==> config.mk <==
export PLATFORM = sky130hd
export DESIGN_NAME = mux_bank
export DESIGN_NICKNAME = d
export VERILOG_FILES = /design/src/rtl/mux_bank.sv
export SDC_FILE = /design/constraint.sdc
export NUM_CORES = 1
export LEC_CHECK = 0
export BUFFER_PORTS_ARGS = -buffer_cell sky130_fd_sc_hd__buf_2
export CAP_MARGIN = 15
export CORE_AREA = 2 2 63 65
export DETAILED_ROUTE_END_ITERATION = 8
export DIE_AREA = 0 0 65 67
export GPL_TIMING_DRIVEN = 0
export PLACE_DENSITY = 0.73
export RECOVER_POWER = 50
export SETUP_SLACK_MARGIN = 0.5
export SYNTH_ARGS = -nofsm -noshare
export SYNTH_HDL_FRONTEND = slang
export SYNTH_SLANG_ARGS = --single-unit
export TNS_END_PERCENT = 1
==> constraint.sdc <==
create_clock -name clk -period 0.8 [get_ports clk]
set_input_delay 0.04 -clock clk [delete_from_list [all_inputs] [get_ports clk]]
set_output_delay 0.04 -clock clk [all_outputs]
set_load 0.005 [all_outputs]
==> src/rtl/mux_bank.sv <==
// -----------------------------------------------------------------------------
// mux_bank
//   Registered multiplexer bank for the MPU datapath. Three independent
//   selectors (2:1, 4:1, 8:1) share the data inputs a..h; each has its own
//   select and its own output register. Latency is exactly one clock.
//
// Ports
//   clk            system clock, rising edge
//   rst_n          asynchronous active-low reset, clears all outputs
//   a..h           WIDTH-bit data inputs (a,b: all; c,d: 4:1 and 8:1; e..h: 8:1)
//   s1             2:1 select   (0 -> a, 1 -> b)
//   s2             4:1 select   (binary index into a..d)
//   s3             8:1 select   (binary index into a..h)
//   mux_two_out    registered 2:1 result
//   mux_four_out   registered 4:1 result
//   mux_eight_out  registered 8:1 result
// -----------------------------------------------------------------------------

// Combinational 2:1 selector.
module mux_two_way #(
  parameter int WIDTH = 8
) (
  input  logic [WIDTH-1:0] in0,
  input  logic [WIDTH-1:0] in1,
  input  logic             sel,
  output logic [WIDTH-1:0] y
);
  always_comb begin
    // NOTE: assigning a default before the selection keeps every path
    // driven, so no latch can be inferred even if a branch is missed.
    y = in0;
    if (sel) y = in1;
  end
endmodule

// Combinational 4:1 selector, binary-weighted select.
module mux_four_way #(
  parameter int WIDTH = 8
) (
  input  logic [WIDTH-1:0] in0,
  input  logic [WIDTH-1:0] in1,
  input  logic [WIDTH-1:0] in2,
  input  logic [WIDTH-1:0] in3,
  input  logic [1:0]       sel,
  output logic [WIDTH-1:0] y
);
  always_comb begin
    y = in0;
    case (sel)
      2'd0:    y = in0;
      2'd1:    y = in1;
      2'd2:    y = in2;
      default: y = in3;
    endcase
  end
endmodule

// Combinational 8:1 selector, binary-weighted select (MSB picks upper half).
module mux_eight_way #(
  parameter int WIDTH = 8
) (
  input  logic [WIDTH-1:0] in0,
  input  logic [WIDTH-1:0] in1,
  input  logic [WIDTH-1:0] in2,
  input  logic [WIDTH-1:0] in3,
  input  logic [WIDTH-1:0] in4,
  input  logic [WIDTH-1:0] in5,
  input  logic [WIDTH-1:0] in6,
  input  logic [WIDTH-1:0] in7,
  input  logic [2:0]       sel,
  output logic [WIDTH-1:0] y
);
  always_comb begin
    y = in0;
    case (sel)
      3'd0:    y = in0;
      3'd1:    y = in1;
      3'd2:    y = in2;
      3'd3:    y = in3;
      3'd4:    y = in4;
      3'd5:    y = in5;
      3'd6:    y = in6;
      default: y = in7;
    endcase
  end
endmodule

// Top: three selectors followed by a shared output register stage.
module mux_bank #(
  parameter int WIDTH = 8
) (
  input  logic             clk,
  input  logic             rst_n,
  input  logic [WIDTH-1:0] a,
  input  logic [WIDTH-1:0] b,
  input  logic [WIDTH-1:0] c,
  input  logic [WIDTH-1:0] d,
  input  logic [WIDTH-1:0] e,
  input  logic [WIDTH-1:0] f,
  input  logic [WIDTH-1:0] g,
  input  logic [WIDTH-1:0] h,
  input  logic             s1,
  input  logic [1:0]       s2,
  input  logic [2:0]       s3,
  output logic [WIDTH-1:0] mux_two_out,
  output logic [WIDTH-1:0] mux_four_out,
  output logic [WIDTH-1:0] mux_eight_out
);

  logic [WIDTH-1:0] mux_two_d,   mux_two_q;
  logic [WIDTH-1:0] mux_four_d,  mux_four_q;
  logic [WIDTH-1:0] mux_eight_d, mux_eight_q;

  mux_two_way #(.WIDTH(WIDTH)) u_two (
    .in0 (a),
    .in1 (b),
    .sel (s1),
    .y   (mux_two_d)
  );

  mux_four_way #(.WIDTH(WIDTH)) u_four (
    .in0 (a),
    .in1 (b),
    .in2 (c),
    .in3 (d),
    .sel (s2),
    .y   (mux_four_d)
  );

  mux_eight_way #(.WIDTH(WIDTH)) u_eight (
    .in0 (a),
    .in1 (b),
    .in2 (c),
    .in3 (d),
    .in4 (e),
    .in5 (f),
    .in6 (g),
    .in7 (h),
    .sel (s3),
    .y   (mux_eight_d)
  );

  // No enable: every register reloads on every edge, so the registered
  // outputs never show combinational glitches from simultaneous changes.
  always_ff @(posedge clk or negedge rst_n) begin
    if (!rst_n) begin
      mux_two_q   <= '0;
      mux_four_q  <= '0;
      mux_eight_q <= '0;
    end else begin
      // NOTE: non-blocking assignments make all three registers sample the
      // pre-edge values together, independent of statement order.
      mux_two_q   <= mux_two_d;
      mux_four_q  <= mux_four_d;
      mux_eight_q <= mux_eight_d;
    end
  end

  assign mux_two_out   = mux_two_q;
  assign mux_four_out  = mux_four_q;
  assign mux_eight_out = mux_eight_q;

endmodule

==> metrics.yaml, run 1 <==
status:
  status: "finished with violations"
  violations: "hold timing, setup timing"
clock_network:
  htree_num_levels: 1
  cts_made_buffers: 3
  cts_tree: "yes"
  clock_sinks: 24
  cts_root_buf: "clkbuf_8"
  path_clk_slew_ps: 90
  cts.path.max_buffers: 2
logic_synthesis:
  netlist_area_mm2: 0.001478
  async_flop_share_pct: 100.0
  ys_seq_area_share_pct: 40.64
  ys.warnings.count: 0
  synth_most_common_cell: "dfrtp_1"
  synth_edf_count: 0
  syn_inst: 131
  ys_top_cells_by_area: "dfrtp_1 41%, mux4_2 12%, a221oi_1 7.7%"
  synth_fp_nets: 203
  synth_top_area_share_pct: 40.64
  synth_top_area_cell: "dfrtp_1"
  synth_seq_cells: 24
  synth_common_cells: "24 x dfrtp_1, 13 x a21oi_1, 13 x a221oi_1, 8 x mux2_2, 8 x mux4_2"
  synth_flop_cell: "dfrtp_1"
  synth_cell_types: 31
  synth.avg_cell_area_um2: 11.28
placement:
  dp_hpwl_um: 3711
  gp_congestion: 0.8315
  port_buffers: 90
  place_ws_ps: -447.0
  place_area_mm2: 0.002041
floorplanning:
  die_h_um: 67
  ios: 96
  num_rows: 22
  start_util_pct: 40.98
  dieArea_mm2: 0.004355
  core_area_mm2: 0.003606
  chipWidth_um: 65
worst_hold_path:
  hold_class: "in -> async"
detailed_routing:
  drc: 0
  dr.pass1.iters: 4
  via_per_inst: 5.719
  vias: 1567
  drtAntennaViolNets: 0
  avgRoutedWirePerCell_um: 18.76
  drt_iter0_markers: 129
  wl_um: 5141
setup_path:
  critPathMaxFanout: 10
  crit_type: "in -> reg"
  endpoint_kind: "flop"
  arrival_ps: 1050
  critPathLaunchType: "input pin"
  critPathRequiredTime_ps: 960
final_layout:
  nNetsFinal: 299
  n_antenna_cell: 0
  seqCellArea_um2: 600.6
  fin_util_pct: 63.84
  area_delta_synth_final_pct: 55.80
  multiInputGateArea_um2: 919.6
  finalInstanceArea_mm2: 0.002302
  fill_cells: 290
  drive_gt1_share_pct: 62.39
global_routing:
  grt_pass1_wl_um: 7810
  grt_use_total_pct: 23.82
  grt-ovfl-total: 0
  first_global_vias: 1606
  antenna_found_initial: 0
  grt_max_degree: 25
timing:
  slew_viol_final: 0
  tightest_slew_ps: 612.4
  layout_worst_path_cycle_share_pct: 111.5
  rsz0062_at_grt: "yes"
  fin_setup_tns_ps: -247.7
  fin_crit_ps: 891.7
  whs_ps: -235.8
  maxSlewHeadroom_pct: 59.17
  hold_violations: 24
  fin_ws_ps: -91.67
  fmax_ghz: 1.121
  final-setup-viol-count: 13
flow_run:
  maxCapViolCount: 0
power:
  powerDensity_mw_per_mm2: 1493
  vdd.ir_drop.worst_mv: 0.8825
  p_leak_uw: 0.001090
[worst max-delay path by stage]
stage | end | slack, ps | start | cells after the start
final | mux_eight_out[5] | -90 | s3[0] | 6
after global routing | mux_eight_out[5] | -110 | s3[0] | 6
after CTS | mux_eight_out[1] | -50 | s3[0] | 6
after detailed placement | mux_eight_out[7] | -450 | s3[2] | 5
after global placement | mux_eight_out[7] | -420 | s3[2] | 5
after floorplan | mux_eight_out[0] | -200 | s3[1] | 5
[layout by cell type (no fill, tap or decap), drive strengths merged]
| cell type | count |
|---|---|
| buf | 99 |
| dfrtp | 24 |
| a21oi | 13 |
| a221oi | 13 |
| mux4 | 8 |
| mux2 | 8 |
| clkbuf | 8 |
| a32oi | 7 |
| nand2b | 6 |
| a22oi | 6 |
| or2 | 5 |
| nand2 | 4 |
| inv | 3 |
| a31oi | 3 |
| nor2b | 3 |
| and2 | 2 |
| nor2 | 2 |
| o21ai | 2 |
| mux2i | 1 |
| o2bb2ai | 1 |
| a22o | 1 |
| nor4bb | 1 |
| and3 | 1 |
| o211a | 1 |
| o211ai | 1 |
| a21o | 1 |
| or2b | 1 |
| bufinv | 1 |
[logic make-up (layout without fill, tap and decap cells)]
group | Yosys count | in the layout | synth area share (%)
AOI/OAI and AO/OA | 49 | 49 | 24.13
buffers and inverters | 16 | 111 | 6.011
DFF | 24 | 24 | 40.64
muxes | 17 | 17 | 18.97
and+or+nand+nor | 25 | 25 | 10.25
[registers in the layout, indices dropped and copies added (netlist names)]
| name | count |
|---|---|
| mux_two_out | 8 |
| mux_eight_out | 8 |
| mux_four_out | 8 |
[through the flow]
| stage | hold slack, ps | power, uW | instances |
|---|---|---|---|
| 6_report | -235.8 | 3437 | 274 |
| 5_1_grt | -182.6 | 3574 | 274 |
| 4_1_cts | -235.7 | 3388 | 274 |
| 3_5_place_dp | 54.58 | 2245 | 269 |
| 3_3_place_gp | 49.19 | 2233 | 269 |
| 2_1_floorplan | -255.6 | 1809 | 131 |
[routing by layer]
metal  global-route usage, %  up-vias  share of wire (%)
met5                       0        -                  0
met1                   30.30      762                 39
met2                   41.88       89                 51
li1                        -      708                  -
met4                   10.37        0                1.4
met3                   1.351        8                8.2
[worst max-delay path, cell delays in order]
cell	delay, ps
buf_12	120
and2_4	180
buf_8	140
a221oi_2	270
a21oi_1	80
or2_1	220
[power breakdown]
group          leakage [uW]  internal, uW  total, uW  switching (uW)
Sequential         0.000275          1330       1360            28.6
Combinational      0.000779           535        992             457
Clock             0.0000357           669       1090             419
[timing repair]
item	in CTS	in global routing
endpoints found under the setup margin	48	48
gates cloned	1	0
buffers inserted	0	0
gates resized for setup	29	10
hold endpoints to repair	24	24
pin swaps	5	1
[layout make-up]
type	count	share of cell area, %
Timing Repair Buffer	91	21.03
Inverter	3	0.4891
Multi-Input combinational cell	91	39.95
Sequential cell	24	26.09
Clock buffer	3	1.793
Tap cell	48	2.609
Buffer	13	6.739
Clock inverter	1	1.304
No activity file was read; power rests on OpenSTA's default activity.
==> run 2: changes to the inputs <==
--- a/config.mk
+++ b/config.mk
@@ -7,14 +7,15 @@
 export LEC_CHECK = 0
 export BUFFER_PORTS_ARGS = -buffer_cell sky130_fd_sc_hd__buf_2
 export CAP_MARGIN = 15
-export CORE_AREA = 2 2 63 65
+export CORE_AREA = 2 2 80 51
 export DETAILED_ROUTE_END_ITERATION = 8
-export DIE_AREA = 0 0 65 67
+export DIE_AREA = 0 0 82 53
 export GPL_TIMING_DRIVEN = 0
-export PLACE_DENSITY = 0.73
+export PLACE_DENSITY = 0.74
 export RECOVER_POWER = 50
 export SETUP_SLACK_MARGIN = 0.5
 export SYNTH_ARGS = -nofsm -noshare
 export SYNTH_HDL_FRONTEND = slang
+export SYNTH_HIERARCHICAL = 1
 export SYNTH_SLANG_ARGS = --single-unit
 export TNS_END_PERCENT = 1
==> run 2 against run 1 <==
The run still ends with hold timing, setup timing left. Critical path type is now reg -> out. Worst setup slack better by 73 ps. Final area is 1.4% lower. Clock power hardly changed. Global-route usage is 0.58 points lower. First-iteration DRC count is 55% lower. Count of clock-buffer cells in the layout stayed put. Via count is 4.7% lower. Synthesized area stayed put. Critical endpoint is now mux_four_out[5]. Sequential power hardly changed. Critical path depth is 5 lower.
==> metrics.yaml, run 2 <==
setup_path:
  arrival_ps: 780
  critPathRequiredTime_ps: 760
  critPathMaxFanout: 1
  critPathLaunchType: "flop"
  crit_chain: "buf_2"
  path_buf_inv: 1
  max_stage_delay_ps: 380
  slowest_stage: "dfrtp_1"
  cpLargestDelayFamily: "flip-flops"
  endpoint_kind: "primary output"
  crit_type: "reg -> out"
  critical_path.startpoint: "mux_four_out[5]"
final_layout:
  mostFrequentLayoutCell: "buf_2"
  nNetsFinal: 292
  layout_common_cells: "89 x buf_2, 24 x dfrtp_1, 12 x a221oi_2, 10 x a21oi_1, 9 x nand2_1"
  n_antenna_cell: 0
  area_delta_synth_final_pct: 53.60
  drive_gt1_share_pct: 68.04
detailed_routing:
  drt_iter0_markers: 58
  wl_um: 4916
  via_per_inst: 5.613
  dr.pass1.iters: 6
  drtAntennaViolNets: 0
  avgRoutedWirePerCell_um: 18.48
  met1_length_um: 2006
  top_layer: "met4"
  dr_wl_met2_um: 2358
  dr_wl_met3_um: 523
  vias: 1493
  drc: 0
logic_synthesis:
  synth_common_cells: "24 x dfrtp_1, 12 x a221oi_1, 10 x a21oi_1, 9 x nand2_1"
  ys_top_cells_by_area: "dfrtp_1 41%, mux4_2 12%, mux2_4 8.1%"
  async_flop_share_pct: 100.0
  netlist_area_mm2: 0.001478
  ys_seq_area_share_pct: 40.64
  syn_inst: 122
  synth_top_area_share_pct: 40.64
  synth_fp_nets: 194
  synth_seq_cells: 24
  ys.warnings.count: 6
  synth_top_area_cell: "dfrtp_1"
  synth_most_common_cell: "dfrtp_1"
  synth_flop_cell: "dfrtp_1"
  synth_edf_count: 0
  synth_cell_types: 31
  synth.avg_cell_area_um2: 12.11
timing:
  final-setup-viol-count: 4
  fmax_ghz: 1.221
  tightest_slew_ps: 610.0
  rsz0062_at_grt: "yes"
  hold_violations: 24
  layout_worst_path_cycle_share_pct: 102.4
  whs_ps: -232.8
  maxSlewHeadroom_pct: 59.34
  fin_crit_ps: 818.9
  fin_ws_ps: -18.86
  fin_setup_tns_ps: -41.01
  slew_viol_final: 0
placement:
  place_ws_ps: -361.5
  gp_congestion: 0.7679
  port_buffers: 91
  dp_hpwl_um: 3783
global_routing:
  antenna_found_initial: 0
  grt_pass1_wl_um: 7196
  grt-ovfl-total: 0
  grt_max_degree: 25
  first_global_vias: 1555
  grt_use_total_pct: 23.24
worst_hold_path:
  hold_class: "in -> async"
clock_network:
  clock_sinks: 24
  cts.path.max_buffers: 2
  path_clk_slew_ps: 90
  cts_tree: "yes"
  cts_made_buffers: 3
  cts_root_buf: "clkbuf_8"
  htree_num_levels: 1
power:
  clkPwrFrac_pct: 31.2
  p_leak_uw: 0.001058
  switching_share_pct: 25.56
  p_sw_uw: 869.6
  total_power_uw: 3402
  p_seq_share_pct: 39.9
  vdd.ir_drop.worst_mv: 1.050
  intPower_uw: 2532
  pwr-share-comb_pct: 28.9
  powerDensity_mw_per_mm2: 1499
floorplanning:
  start_util_pct: 41.35
  ios: 96
  chipWidth_um: 82
  die_h_um: 53
  core_area_mm2: 0.003573
  dieArea_mm2: 0.004346
  num_rows: 17
status:
  violations: "hold timing, setup timing"
  status: "finished with violations"
flow_run:
  maxCapViolCount: 0
==> run 2: stage by stage <==
step	utilization [%]	hold slack, ps	cell area [um2]	std cells
2_1_floorplan	-	-255.6	1520	122
3_3_place_gp	56.93	41.66	2034	260
3_5_place_dp	56.93	49.57	2034	260
4_1_cts	61.90	-244.7	2212	264
5_1_grt	63.52	-198.5	2270	266
6_report	63.52	-232.8	2270	266
==> run 2: power groups by stage <==
stage	clock network, uW	registers (uW)	logic, uW
after global placement	0	1380	871
after global routing	1140	1370	1060
final	1060	1360	983
after CTS	1080	1360	949
after detailed placement	0	1380	886
after floorplan	0	1400	429
==> run 2: cell families (layout without fill, tap and decap cells) <==
| group | Yosys count | after routing | synth area share (%) |
|---|---|---|---|
| AND/OR/NAND/NOR | 22 | 22 | 8.468 |
| buffers and inverters | 12 | 109 | 6.180 |
| multiplexers | 20 | 20 | 23.20 |
| flip-flops | 24 | 24 | 40.64 |
| AO/OA/AOI/OAI | 44 | 44 | 21.51 |
==> run 2: what timing repair did <==
action | CTS | global route
setup endpoints to repair | 48 | 40
pin swaps | 12 | 8
gates cloned | 0 | 0
buffers inserted | 0 | 2
hold endpoints to repair | 24 | 25
resized for setup | 24 | 9
==> run 2: final cells by class <==
type,count,area (um2)
repair buffers,93,486.7
clock inverters,1,30.03
multi-input cells,86,910.9
fillers,308,1304
clock buffers,3,41.29
plain buffers,11,137.6
inverters,1,3.754
well taps,47,58.81
flip-flops and latches,24,600.6
==> run 2: worst max path at each step <==
stage | to | slack [ps] | cells past startpoint
final | mux_four_out[5] | -20 | 1
after global routing | mux_eight_out[7] | -50 | 1
after CTS | mux_four_out[5] | -30 | 1
after detailed placement | mux_eight_out[1] | -360 | 6
after global placement | mux_eight_out[5] | -350 | 6
after floorplan | mux_eight_out[0] | -140 | 5
==> run 2: per-layer routing <==
layer | vias up | track usage, %
met5 | - | 0
met4 | 0 | 5.556
met3 | 2 | 4.949
met2 | 86 | 41.46
met1 | 717 | 28.89
li1 | 688 | -
